===== config.mk =====
export PLATFORM = sky130hd
export DESIGN_NAME = axi_mem_scheduler
export DESIGN_NICKNAME = d
export VERILOG_FILES = /design/src/rtl/axi_mem_scheduler.sv
export SDC_FILE = /design/constraint.sdc
export NUM_CORES = 1
export LEC_CHECK = 0
export ABC_AREA = 1
export CELL_PAD_IN_SITES_DETAIL_PLACEMENT = 1
export CELL_PAD_IN_SITES_GLOBAL_PLACEMENT = 2
export CORE_MARGIN = 1.5
export CORE_UTILIZATION = 23
export DETAILED_ROUTE_END_ITERATION = 8
export HOLD_SLACK_MARGIN = 0.08
export PLACE_DENSITY = 0.85
export SKIP_CTS_REPAIR_TIMING = 1
export SYNTH_ARGS = -nofsm -noshare
export SYNTH_HDL_FRONTEND = slang
export SYNTH_SLANG_ARGS = --single-unit

===== constraint.sdc =====
create_clock -name clk -period 2.1 [get_ports clk]
set_input_delay 0.21 -clock clk [delete_from_list [all_inputs] [get_ports clk]]
set_output_delay 0.21 -clock clk [all_outputs]
set_load 0.02 [all_outputs]

===== src/rtl/axi_mem_scheduler.sv =====
// Single-outstanding AXI3 master that sequences instruction-fetch and data-port
// requests onto one AXI interface, round-robin between the two requesters.
module axi_mem_scheduler #(
  parameter logic [3:0] INST_ID = 4'd0,
  parameter logic [3:0] DATA_ID = 4'd1
) (
  input  logic        clk,
  input  logic        rst,
  input  logic        inst_req,
  input  logic [31:0] inst_addr,
  output logic [31:0] inst_rdata,
  output logic        inst_done,
  output logic        inst_stall,
  input  logic        data_req,
  input  logic [3:0]  data_we,
  input  logic [31:0] data_addr,
  input  logic [31:0] data_wdata,
  output logic [31:0] data_rdata,
  output logic        data_done,
  output logic        data_stall,
  output logic [3:0]  arid,
  output logic [31:0] araddr,
  output logic [3:0]  arlen,
  output logic [2:0]  arsize,
  output logic [1:0]  arburst,
  output logic        arvalid,
  input  logic        arready,
  input  logic [3:0]  rid,
  input  logic [31:0] rdata,
  input  logic [1:0]  rresp,
  input  logic        rlast,
  input  logic        rvalid,
  output logic        rready,
  output logic [3:0]  awid,
  output logic [31:0] awaddr,
  output logic [3:0]  awlen,
  output logic [2:0]  awsize,
  output logic [1:0]  awburst,
  output logic        awvalid,
  input  logic        awready,
  output logic [3:0]  wid,
  output logic [31:0] wdata,
  output logic [3:0]  wstrb,
  output logic        wlast,
  output logic        wvalid,
  input  logic        wready,
  input  logic [3:0]  bid,
  input  logic [1:0]  bresp,
  input  logic        bvalid,
  output logic        bready
);

  typedef enum logic [2:0] {
    IDLE, RADDR, RDATA, WADDR_DATA, WRESP, DONE
  } state_e;

  state_e      state_q, state_d;
  logic        owner_q, owner_d;            // 1 = data port
  logic        last_grant_q, last_grant_d;  // 1 = data port
  logic [31:0] addr_q, addr_d;
  logic [3:0]  we_q, we_d;
  logic [31:0] wdata_q, wdata_d;
  logic [31:0] inst_rdata_q, inst_rdata_d;
  logic [31:0] data_rdata_q, data_rdata_d;
  logic        aw_done_q, aw_done_d;
  logic        w_done_q, w_done_d;
  logic        grant_data;
  logic        aw_ok, w_ok;

  // Response IDs/status are not acted on with only one transaction in flight.
  logic unused_inputs;
  assign unused_inputs = ^{rid, rresp, bid, bresp};

  always_comb begin
    state_d      = state_q;
    owner_d      = owner_q;
    last_grant_d = last_grant_q;
    addr_d       = addr_q;
    we_d         = we_q;
    wdata_d      = wdata_q;
    inst_rdata_d = inst_rdata_q;
    data_rdata_d = data_rdata_q;
    aw_done_d    = aw_done_q;
    w_done_d     = w_done_q;
    grant_data   = 1'b0;
    aw_ok        = 1'b0;
    w_ok         = 1'b0;
    case (state_q)
      IDLE: begin
        aw_done_d = 1'b0;
        w_done_d  = 1'b0;
        if (inst_req || data_req) begin
          // On contention the port that did not win last time is served.
          grant_data   = data_req && (!inst_req || !last_grant_q);
          owner_d      = grant_data;
          last_grant_d = grant_data;
          addr_d       = grant_data ? data_addr : inst_addr;
          we_d         = grant_data ? data_we : '0;
          wdata_d      = grant_data ? data_wdata : '0;
          state_d      = (grant_data && (data_we != '0)) ? WADDR_DATA : RADDR;
        end
      end
      RADDR: if (arready) state_d = RDATA;
      RDATA: begin
        if (rvalid && rlast) begin
          if (owner_q) data_rdata_d = rdata;
          else         inst_rdata_d = rdata;
          state_d = DONE;
        end
      end
      WADDR_DATA: begin
        aw_ok     = aw_done_q || awready;
        w_ok      = w_done_q || wready;
        aw_done_d = aw_ok;
        w_done_d  = w_ok;
        if (aw_ok && w_ok) state_d = WRESP;
      end
      WRESP: if (bvalid) state_d = DONE;
      DONE:  state_d = IDLE;
      default: state_d = IDLE;
    endcase
  end

  always_ff @(posedge clk or negedge rst) begin
    if (!rst) begin
      state_q      <= IDLE;
      owner_q      <= 1'b0;
      last_grant_q <= 1'b0;
      addr_q       <= '0;
      we_q         <= '0;
      wdata_q      <= '0;
      inst_rdata_q <= '0;
      data_rdata_q <= '0;
      aw_done_q    <= 1'b0;
      w_done_q     <= 1'b0;
    end else begin
      state_q      <= state_d;
      owner_q      <= owner_d;
      last_grant_q <= last_grant_d;
      addr_q       <= addr_d;
      we_q         <= we_d;
      wdata_q      <= wdata_d;
      inst_rdata_q <= inst_rdata_d;
      data_rdata_q <= data_rdata_d;
      aw_done_q    <= aw_done_d;
      w_done_q     <= w_done_d;
    end
  end

  assign inst_rdata = inst_rdata_q;
  assign data_rdata = data_rdata_q;
  assign inst_done  = (state_q == DONE) && !owner_q;
  assign data_done  = (state_q == DONE) && owner_q;
  assign inst_stall = inst_req && !inst_done;
  assign data_stall = data_req && !data_done;

  assign arid    = owner_q ? DATA_ID : INST_ID;
  assign araddr  = addr_q;
  assign arlen   = '0;
  assign arsize  = 3'b010;
  assign arburst = 2'b01;
  assign arvalid = (state_q == RADDR);
  assign rready  = (state_q == RDATA);

  assign awid    = owner_q ? DATA_ID : INST_ID;
  assign awaddr  = addr_q;
  assign awlen   = '0;
  assign awsize  = 3'b010;
  assign awburst = 2'b01;
  assign awvalid = (state_q == WADDR_DATA) && !aw_done_q;
  assign wid     = owner_q ? DATA_ID : INST_ID;
  assign wdata   = wdata_q;
  assign wstrb   = we_q;
  assign wvalid  = (state_q == WADDR_DATA) && !w_done_q;
  assign wlast   = wvalid;
  assign bready  = (state_q == WRESP);

endmodule


==> results of run 1 <==
[synth_stat cells, types with 3 or more instances]
library cell  number
buf_2              7
buf_4             65
buf_6             18
clkbuf_1          14
dfrtp_1          138
inv_1             49
inv_2              3
nand2_1          118
nand3_1           36
nor2_1            39
o21ai_0           90
o21ai_1           66
o21ai_2           48
[registers in the layout, indices dropped and copies added, names as in the netlist]
signal,flops
wdata,32
w_done_q,1
data_rdata,32
inst_rdata,32
aw_done_q,1
wstrb,4
state_q,3
araddr,32
last_grant_q,1
[layout make-up]
cell class / instances / area, sq um / share of cell area
Sequential cell: 138 / 3450 / 0.332
Inverter: 52 / 195 / 0.0188
Antenna cell: 1 / 2.50 / 0.000240
Clock buffer: 19 / 433 / 0.0416
Multi-Input combinational cell: 439 / 2250 / 0.216
Tap cell: 378 / 473 / 0.0455
Timing Repair Buffer: 339 / 3460 / 0.332
Clock inverter: 13 / 144 / 0.0138
[worst max-delay path, stage by stage (launching register included)]
cell and delay, ps:
dfrtp_1 370, buf_4 160, nor2_2 210, nand2_4 220, nor2_8 430, o21ai_0 190
o21ai_1 150
[path summary, 6_finish.rpt]
| path | startpoint | slack, ps | cells past startpoint | endpoint |
|---|---|---|---|---|
| min in group clk | data_wdata[24] | 350 | 3 | wdata[24]$_DFFE_PN0P_ |
| worst max-delay path | state_q[1]$_DFFE_PN0P_ | 280 | 6 | araddr[9]$_DFFE_PN0P_ |
| worst min register to register | inst_rdata[16]$_DFFE_PN0P_ | 480 | 2 | inst_rdata[16]$_DFFE_PN0P_ |
| worst min-delay path | rst | 290 | 2 | araddr[5]$_DFFE_PN0P_ |
| max in group asynchronous | rst | 1160 | 3 | inst_rdata[0]$_DFFE_PN0P_ |
| worst max register to register | state_q[1]$_DFFE_PN0P_ | 280 | 6 | araddr[9]$_DFFE_PN0P_ |
[where the power goes]
group,total (mW),internal [mW],switching [mW]
logic,8.11,3.62,4.49
registers,4.58,3.82,0.752
clock network,3.03,1.76,1.27
[cell families after synthesis]
family,count (synthesis)
other,2
buffers and inverters,157
and+or+nand+nor,205
AOI/OAI and AO/OA,207
DFF,138
[metal layers]
layer | routed length (um) | part of all wire
met1 | 9660 | 0.42
met2 | 11400 | 0.50
met3 | 1190 | 0.052
met4 | 477 | 0.021
met5 | 17 | 0.00075
[through the flow]
stage	TNS, ps	setup WS [ps]	hold slack, ps	utilization
2_1_floorplan	0	534	-85.6	-
3_3_place_gp	0	205	170	0.350
3_5_place_dp	0	202	169	0.350
4_1_cts	-803	-191	-293	0.371
5_1_grt	0	56.6	318	0.372
6_report	0	282	289	0.372
==> impl_metrics.csv, run 1 <==
group,metric,value,unit
critical_path,start_kind,"register",
outcome,status,"complete, no violations",
synth,ys_seq_elements,138,
floorplanning,die_h,172,um
cells_and_area,final_cell_mix,"clkdlybuf4s50_1 (307), dfrtp_1 (138), nand2_1 (118), o21ai_0 (90), o21ai_1 (66)",
synth,synth_top_family_by_area,"compound AO/OA/AOI/OAI gates",
route,drt_iter0_drc,250,
synth,yosysTopAreaCell,"dfrtp_1",
grt,grt_antenna_before_repair,2,
cells_and_area,nFillCells,3249,
grt,grt_overflow,0,
timing,setup_viol,0,
synth,seq_area_frac_synth,0.525,
place,dpl.cell_count,1345,
cts,clock-sinks,138,
floorplanning,initial_utilization,0.235,
timing,hold_viol,0,
worst_hold_path,hold_path_class,"in -> async",
grt,met1_usage,0.195,
synth,ys_warn_count,0,
power_and_ir_drop,power,15.7,mW
floorplanning,rows,61,
floorplanning,pin_count,358,
synth,synth-compound-area-share,0.186,
grt,grt_pass1_wl,35000,um
cts,tritoncts,"built",
synth,synthXorXnorAreaFrac,0,
floorplanning,die-area,0.0296,sq mm
grt,met2_usage,0.259,
grt,grt_max_degree,48,
place,finalWeightedCongestion,0.790,
synth,synth_area,0.00658,sq mm
power_and_ir_drop,p_per_area,1510,mW/mm^2
floorplanning,dieWidth,172,um
synth,synth.distinct_cells,25,
grt,grt.busiest_layer,"met2",
timing,min_period,1820,ps
grt,use_met3,0.0387,
timing,timing.final.max_slew_violations,0,
cells_and_area,layout_commonest_cell,"clkdlybuf4s50_1",
floorplanning,core-area,0.0279,sq mm
synth,synthAdderAreaFrac,0,
power_and_ir_drop,irDropWorstVdd,471,uV
synth,synthMuxAreaShare,0,
place,placedInstanceArea,0.00979,sq mm
place,place_hpwl,16900,um
synth,synth-edff-count,0,
synth,synth_ff_type,"dfrtp_1",
cells_and_area,layout.nets,1141,
cts,clk_latency,420,ps
route,ant_nets,0,
cells_and_area,drive_above_1_share,0.113,
synth,synthTopCellsByArea,"dfrtp_1 (53%), buf_4 (7.4%), o21ai_0 (6.8%), nand2_1 (6.7%), o21ai_2 (6.4%)",
route,viasPerCell,4.24,
critical_path,end_kind,"register",
grt,first_global_vias,6113,
synth,synth_cells,709,
power_and_ir_drop,leakage,4.76,nW
critical_path,crit_fanout,33,
cts,clockBufferDepth,2,
route,first_pass_iters,4,
route,wirelength,22700,um
cts,cts_buffers,17,
timing,rsz0062_at_grt,"no",
cells_and_area,syn_to_final_growth,58.2,%
cells_and_area,final_area,0.0104,sq mm
flow_run,maxCapViolCount,0,
grt,grt_usage,0.156,
cells_and_area,fin_cells,1379,
timing,finClkSkew,8.41,ps
critical_path,cp.arrival,2160,ps
route,wl_per_cell,16.5,um
cts,clk_pin_slew_worst_paths,70,ps
cts,ctsRootBufferMaster,"clkbuf_16",
synth,syn_area_per_cell,9.28,sq um
timing,fin_crit_sh,0.866,
critical_path,cp.required,2450,ps
synth,synth-async-reset-ratio,1.00,
critical_path,worstSetupPathType,"reg -> reg",
place,port_buffers,318,
synth,yosys.area_share.simple,0.139,
timing,fmax,550,MHz
route,vias,5844,
route,drcViolationCount,0,
synth,yosys.area.top_type_share,0.525,
cts,cts_htree_levels,4,
(Power assumes the default switching activity.)
==> run 2: changes to the inputs <==
--- a/config.mk
+++ b/config.mk
@@ -13,6 +13,7 @@
 export DETAILED_ROUTE_END_ITERATION = 8
 export HOLD_SLACK_MARGIN = 0.08
 export PLACE_DENSITY = 0.85
+export RECOVER_POWER = 25
 export SKIP_CTS_REPAIR_TIMING = 1
 export SYNTH_ARGS = -nofsm -noshare
 export SYNTH_HDL_FRONTEND = slang
==> run 2 against run 1 <==
  * Clock skew hardly changed
  * Sequential power hardly changed
  * Routed wire length hardly changed
  * Critical path depth stayed put
  * Via count hardly changed
  * Count of clock-buffer cells in the layout stayed put
  * Flip-flop and latch count stayed put
  * Sequential share of layout area is 0.11 points higher
  * Highest routed layer unchanged
  * Worst setup slack hardly changed
  * Maximum frequency hardly changed
  * Combinational power hardly changed
  * Final area is 0.32% lower
==> impl_metrics.csv, run 2 (synthesis results as in run 1) <==
group,metric,value,unit
floorplanning,die-area,0.0296,sq mm
cells_and_area,final_cell_mix,"clkdlybuf4s50_1 (307), dfrtp_1 (138), nand2_1 (118), o21ai_0 (90), o21ai_1 (66)",
grt,grt_pass1_wl,35000,um
timing,setup_tns,0,ps
critical_path,end_kind,"register",
cells_and_area,fin_cells,1379,
cells_and_area,final_area,0.0104,sq mm
critical_path,cp.arrival,2160,ps
place,placedInstanceArea,0.00979,sq mm
route,vias,5841,
floorplanning,rows,61,
timing,fmax,550,MHz
floorplanning,initial_utilization,0.235,
cells_and_area,syn_to_final_growth,57.7,%
cts,cts_buffers,17,
route,viasPerCell,4.24,
cts,clockBufferDepth,2,
cts,cts_htree_levels,4,
timing,timing.final.max_slew_violations,0,
power_and_ir_drop,irDropWorstVdd,471,uV
grt,first_global_vias,6113,
floorplanning,dieWidth,172,um
cts,tritoncts,"built",
place,finalWeightedCongestion,0.790,
place,dpl.cell_count,1345,
route,drcViolationCount,0,
grt,grt_usage,0.156,
critical_path,crit_fanout,33,
timing,fin_crit_sh,0.866,
floorplanning,core-area,0.0279,sq mm
flow_run,maxCapViolCount,0,
route,drt_iter0_drc,250,
worst_hold_path,hold_path_class,"in -> reg",
timing,min_period,1820,ps
timing,whs,348,ps
floorplanning,pin_count,358,
critical_path,cp.required,2450,ps
timing,worst_pin_slew,1110,ps
grt,grt_antenna_before_repair,2,
cts,ctsRootBufferMaster,"clkbuf_16",
critical_path,worstSetupPathType,"reg -> reg",
route,ant_nets,0,
place,port_buffers,318,
timing,hold_viol,0,
floorplanning,die_h,172,um
route,wirelength,22700,um
cells_and_area,utilization,0.371,
power_and_ir_drop,leakage,4.75,nW
cts,clk_pin_slew_worst_paths,70,ps
cells_and_area,nFillCells,3253,
timing,relSlewSlack,0.257,
outcome,status,"complete, no violations",
cts,clk_latency,420,ps
grt,grt_max_degree,48,
power_and_ir_drop,p_per_area,1510,mW/mm^2
route,first_pass_iters,4,
timing,rsz0062_at_grt,"no",
timing,setup_viol,0,
critical_path,start_kind,"register",
cells_and_area,layout_commonest_cell,"clkdlybuf4s50_1",
timing,finClkSkew,8.47,ps
cells_and_area,layout.nets,1141,
route,wl_per_cell,16.5,um
cts,clock-sinks,138,
cells_and_area,drive_above_1_share,0.113,
place,place_hpwl,16900,um
grt,grt_overflow,0,
[run 2: where the power goes]
group | internal (mW) | switching, mW | leakage (nW)
registers | 3.82 | 0.752 | 1.76
clock network | 1.76 | 1.27 | 0.271
logic | 3.62 | 4.49 | 2.72
[run 2: metrics by stage]
step | worst slack, ps | power [mW]
after floorplan | 534 | 9.17
after global routing | 31.6 | 16.7
after detailed placement | 202 | 12.9
after CTS | -191 | 16.0
final | 282 | 15.7
after global placement | 205 | 12.7
[run 2: path summary, 6_finish.rpt]
check | from | end | slack [ps] | cells after the start
setup reg to reg | state_q[1]$_DFFE_PN0P_ | araddr[9]$_DFFE_PN0P_ | 280 | 6
min in group asynchronous | rst | araddr[5]$_DFFE_PN0P_ | 540 | 2
setup / recovery | state_q[1]$_DFFE_PN0P_ | araddr[9]$_DFFE_PN0P_ | 280 | 6
hold reg to reg | inst_rdata[16]$_DFFE_PN0P_ | inst_rdata[16]$_DFFE_PN0P_ | 480 | 2
max in group asynchronous | rst | inst_rdata[26]$_DFFE_PN0P_ | 320 | 3
hold / removal | data_wdata[24] | wdata[24]$_DFFE_PN0P_ | 350 | 3
[run 2: cell type report]
type                    count  area (sq um)  share of cell area
diodes                      1          2.50            0.000241
clock buffers              19           433              0.0417
clock inverters            13           144              0.0139
inverters                  52           195              0.0188
multi-input cells         439          2250               0.217
flip-flops and latches    138          3450               0.333
well taps                 378           473              0.0456
repair buffers            339          3420               0.330
[run 2: routing by layer]
layer  wire length [um]  up-vias  global-route usage
li1                   -     2781                   -
met1               9660     2838               0.195
met2              11400      188               0.259
met3               1190       32              0.0387
met4                477        2              0.0548
met5                 17        -                   0
[run 2: critical path, cell delays in order (launching register included)]
cell and delay [ps]:
dfrtp_1 370, buf_4 160, nor2_2 210, nand2_4 220, nor2_8 430, o21ai_0 190, o21ai_1 150
==> run 3: changes to the inputs <==
--- a/config.mk
+++ b/config.mk
@@ -9,10 +9,10 @@
 export CELL_PAD_IN_SITES_DETAIL_PLACEMENT = 1
 export CELL_PAD_IN_SITES_GLOBAL_PLACEMENT = 2
 export CORE_MARGIN = 1.5
-export CORE_UTILIZATION = 23
+export CORE_UTILIZATION = 19
 export DETAILED_ROUTE_END_ITERATION = 8
 export HOLD_SLACK_MARGIN = 0.08
-export PLACE_DENSITY = 0.85
+export PLACE_DENSITY = 0.75
 export RECOVER_POWER = 25
 export SKIP_CTS_REPAIR_TIMING = 1
 export SYNTH_ARGS = -nofsm -noshare
==> constraint.sdc (replaced) <==
create_clock -name clk -period 1.5 [get_ports clk]
set_input_delay 0.3 -clock clk [delete_from_list [all_inputs] [get_ports clk]]
set_output_delay 0.3 -clock clk [all_outputs]
set_load 0.02 [all_outputs]
==> run 3 against run 2 <==
  * The flow now finishes with violations (negative setup slack)
  * Clock skew grew 2.7 ps
  * Final area grew 13%
  * Die area grew 21%
  * Global-route usage shrank 1.9 points
  * Critical path depth is the same
  * Sequential power grew 40%
  * Routed wire length grew 15%
  * Count of clock-buffer cells in the layout shrank 1
  * Register-to-register slack lost 410 ps
  * Via count grew 4.1%
  * Sequential share of layout area shrank 3.9 points
  * First-iteration DRC count shrank 45%
  * Critical endpoint is now awvalid
  * Largest cell class is now non-clock buffers
==> impl_metrics.csv, run 3 (synthesis results as in run 1) <==
group,metric,value,unit
outcome,status,"complete, but fails checks",
outcome,violations,"negative setup slack",
route,viasPerCell,4.07,
place,port_buffers,318,
flow_run,maxCapViolCount,0,
route,wirelength,26200,um
critical_path,r2r-start,"state_q[2]$_DFFE_PN0P_",
critical_path,regToRegSetupSlack,-130,ps
timing,setup_slack,-264,ps
cts,cts_htree_levels,4,
critical_path,start_kind,"register",
timing,rsz0062_at_grt,"yes",
cts,cts_buffers,17,
cts,clockBufferDepth,2,
worst_hold_path,holdPathEnd,"wdata[27]$_DFFE_PN0P_",
route,drt_iter0_drc,138,
timing,min_period,1760,ps
worst_hold_path,hold_depth,3,
cells_and_area,syn_to_final_growth,78.8,%
grt,grt_max_degree,37,
power_and_ir_drop,power,23.9,mW
critical_path,r2r_end,"inst_rdata[12]$_DFFE_PN0P_",
timing,worst_pin_slew,985,ps
route,ant_nets,0,
route,drcViolationCount,0,
power_and_ir_drop,irDropWorstVdd,759,uV
cts,clock-sinks,138,
cells_and_area,drive_above_1_share,0.199,
critical_path,worstPathCellList,"nand2_1, nor2_2, inv_2, buf_4, nor2_4, buf_12",
timing,fmax,567,MHz
floorplanning,rows,67,
cts,clk_pin_slew_worst_paths,70,ps
cells_and_area,layout_commonest_cell,"dlymetal6s2s_1",
floorplanning,die_h,189,um
timing,relSlewSlack,0.343,
floorplanning,pin_count,358,
power_and_ir_drop,leakage,7.18,nW
cts,clk_latency,420,ps
critical_path,cp.arrival,1460,ps
cells_and_area,final_cell_mix,"dlymetal6s2s_1 (166), clkdlybuf4s50_1 (140), dfrtp_1 (136), nand2_1 (109), o21ai_1 (96)",
grt,first_global_vias,6204,
cts,tritoncts,"built",
place,place_hpwl,18200,um
critical_path,worstSetupPathType,"reg -> out",
cells_and_area,utilization,0.348,
power_and_ir_drop,p_per_area,2030,mW/mm^2
critical_path,crit_fanout,5,
timing,timing.final.max_slew_violations,0,
grt,grt_pass1_wl,37300,um
grt,grt_antenna_before_repair,2,
critical_path,cp.required,1200,ps
floorplanning,initial_utilization,0.195,
critical_path,crit_path_top_delay_cell,"dfrtp_2",
floorplanning,dieWidth,189,um
grt,grt_usage,0.136,
route,wl_per_cell,17.5,um
floorplanning,die-area,0.0357,sq mm
timing,hold_viol,0,
critical_path,r2r_cells,10,
timing,setup_viol,112,
critical_path,end_kind,"primary output",
timing,finClkSkew,11.1,ps
worst_hold_path,worstHoldStart,"data_wdata[27]",
critical_path,cp_slowest_stage_delay,410,ps
grt,grt_overflow,0,
cts,ctsRootBufferMaster,"clkbuf_16",
cells_and_area,layout.nets,1187,
place,finalWeightedCongestion,0.761,
route,first_pass_iters,5,
floorplanning,core-area,0.0338,sq mm
route,vias,6078,
worst_hold_path,hold_path_class,"in -> reg",
timing,fin_crit_sh,1.18,
-- run 3: report_power, final --
group	internal, mW	total (mW)	switching [mW]
combinational	5.85	12.7	6.90
clock	2.88	4.78	1.90
sequential	5.36	6.39	1.03
total	14.1	23.9	9.83
-- run 3: critical path: cells and delay by family, from the launching register on --
kind	cells	cell delay, ps
and+or+nand+nor	3	300
buffers and inverters	3	330
DFF	1	410
-- run 3: worst max path at each step --
stage | startpoint | endpoint | slack [ps]
final | state_q[0]$_DFFE_PN0P_ | awvalid | -260
after global routing | state_q[0]$_DFFE_PN0P_ | awvalid | -350
after CTS | state_q[1]$_DFFE_PN0P_ | data_done | -790
after detailed placement | inst_req | araddr[25]$_DFFE_PN0P_ | -390
after global placement | inst_req | araddr[25]$_DFFE_PN0P_ | -350
after floorplan | state_q[1]$_DFFE_PN0P_ | wvalid | 10
-- run 3: metal layers --
metal | global-route usage | share of wire
met5 | 0 | 0.00034
met1 | 0.175 | 0.44
met2 | 0.223 | 0.50
met4 | 0.0476 | 0.020
met3 | 0.0332 | 0.047
-- run 3: cell type report --
cell class,instances,area (sq um)
well taps,448,561
inverters,52,205
clock inverters,14,208
diodes,1,2.50
flip-flops and latches,138,3460
fillers,3785,22000
repair buffers,385,4510
multi-input cells,439,2380
clock buffers,18,439
-- run 3: through the flow --
stage          cell area (sq um)  hold WS [ps]  TNS [ps]  std cells  worst slack, ps
5_1_grt                    11800           429    -20220       1495             -346
2_1_floorplan               6680          4.41         0        734             11.2
6_report                   11800           442     -8910       1495             -264
3_5_place_dp               10200           237    -25520       1445             -392
4_1_cts                    10900          -227    -50850       1477             -788
3_3_place_gp               10200           241    -23730       1445             -355
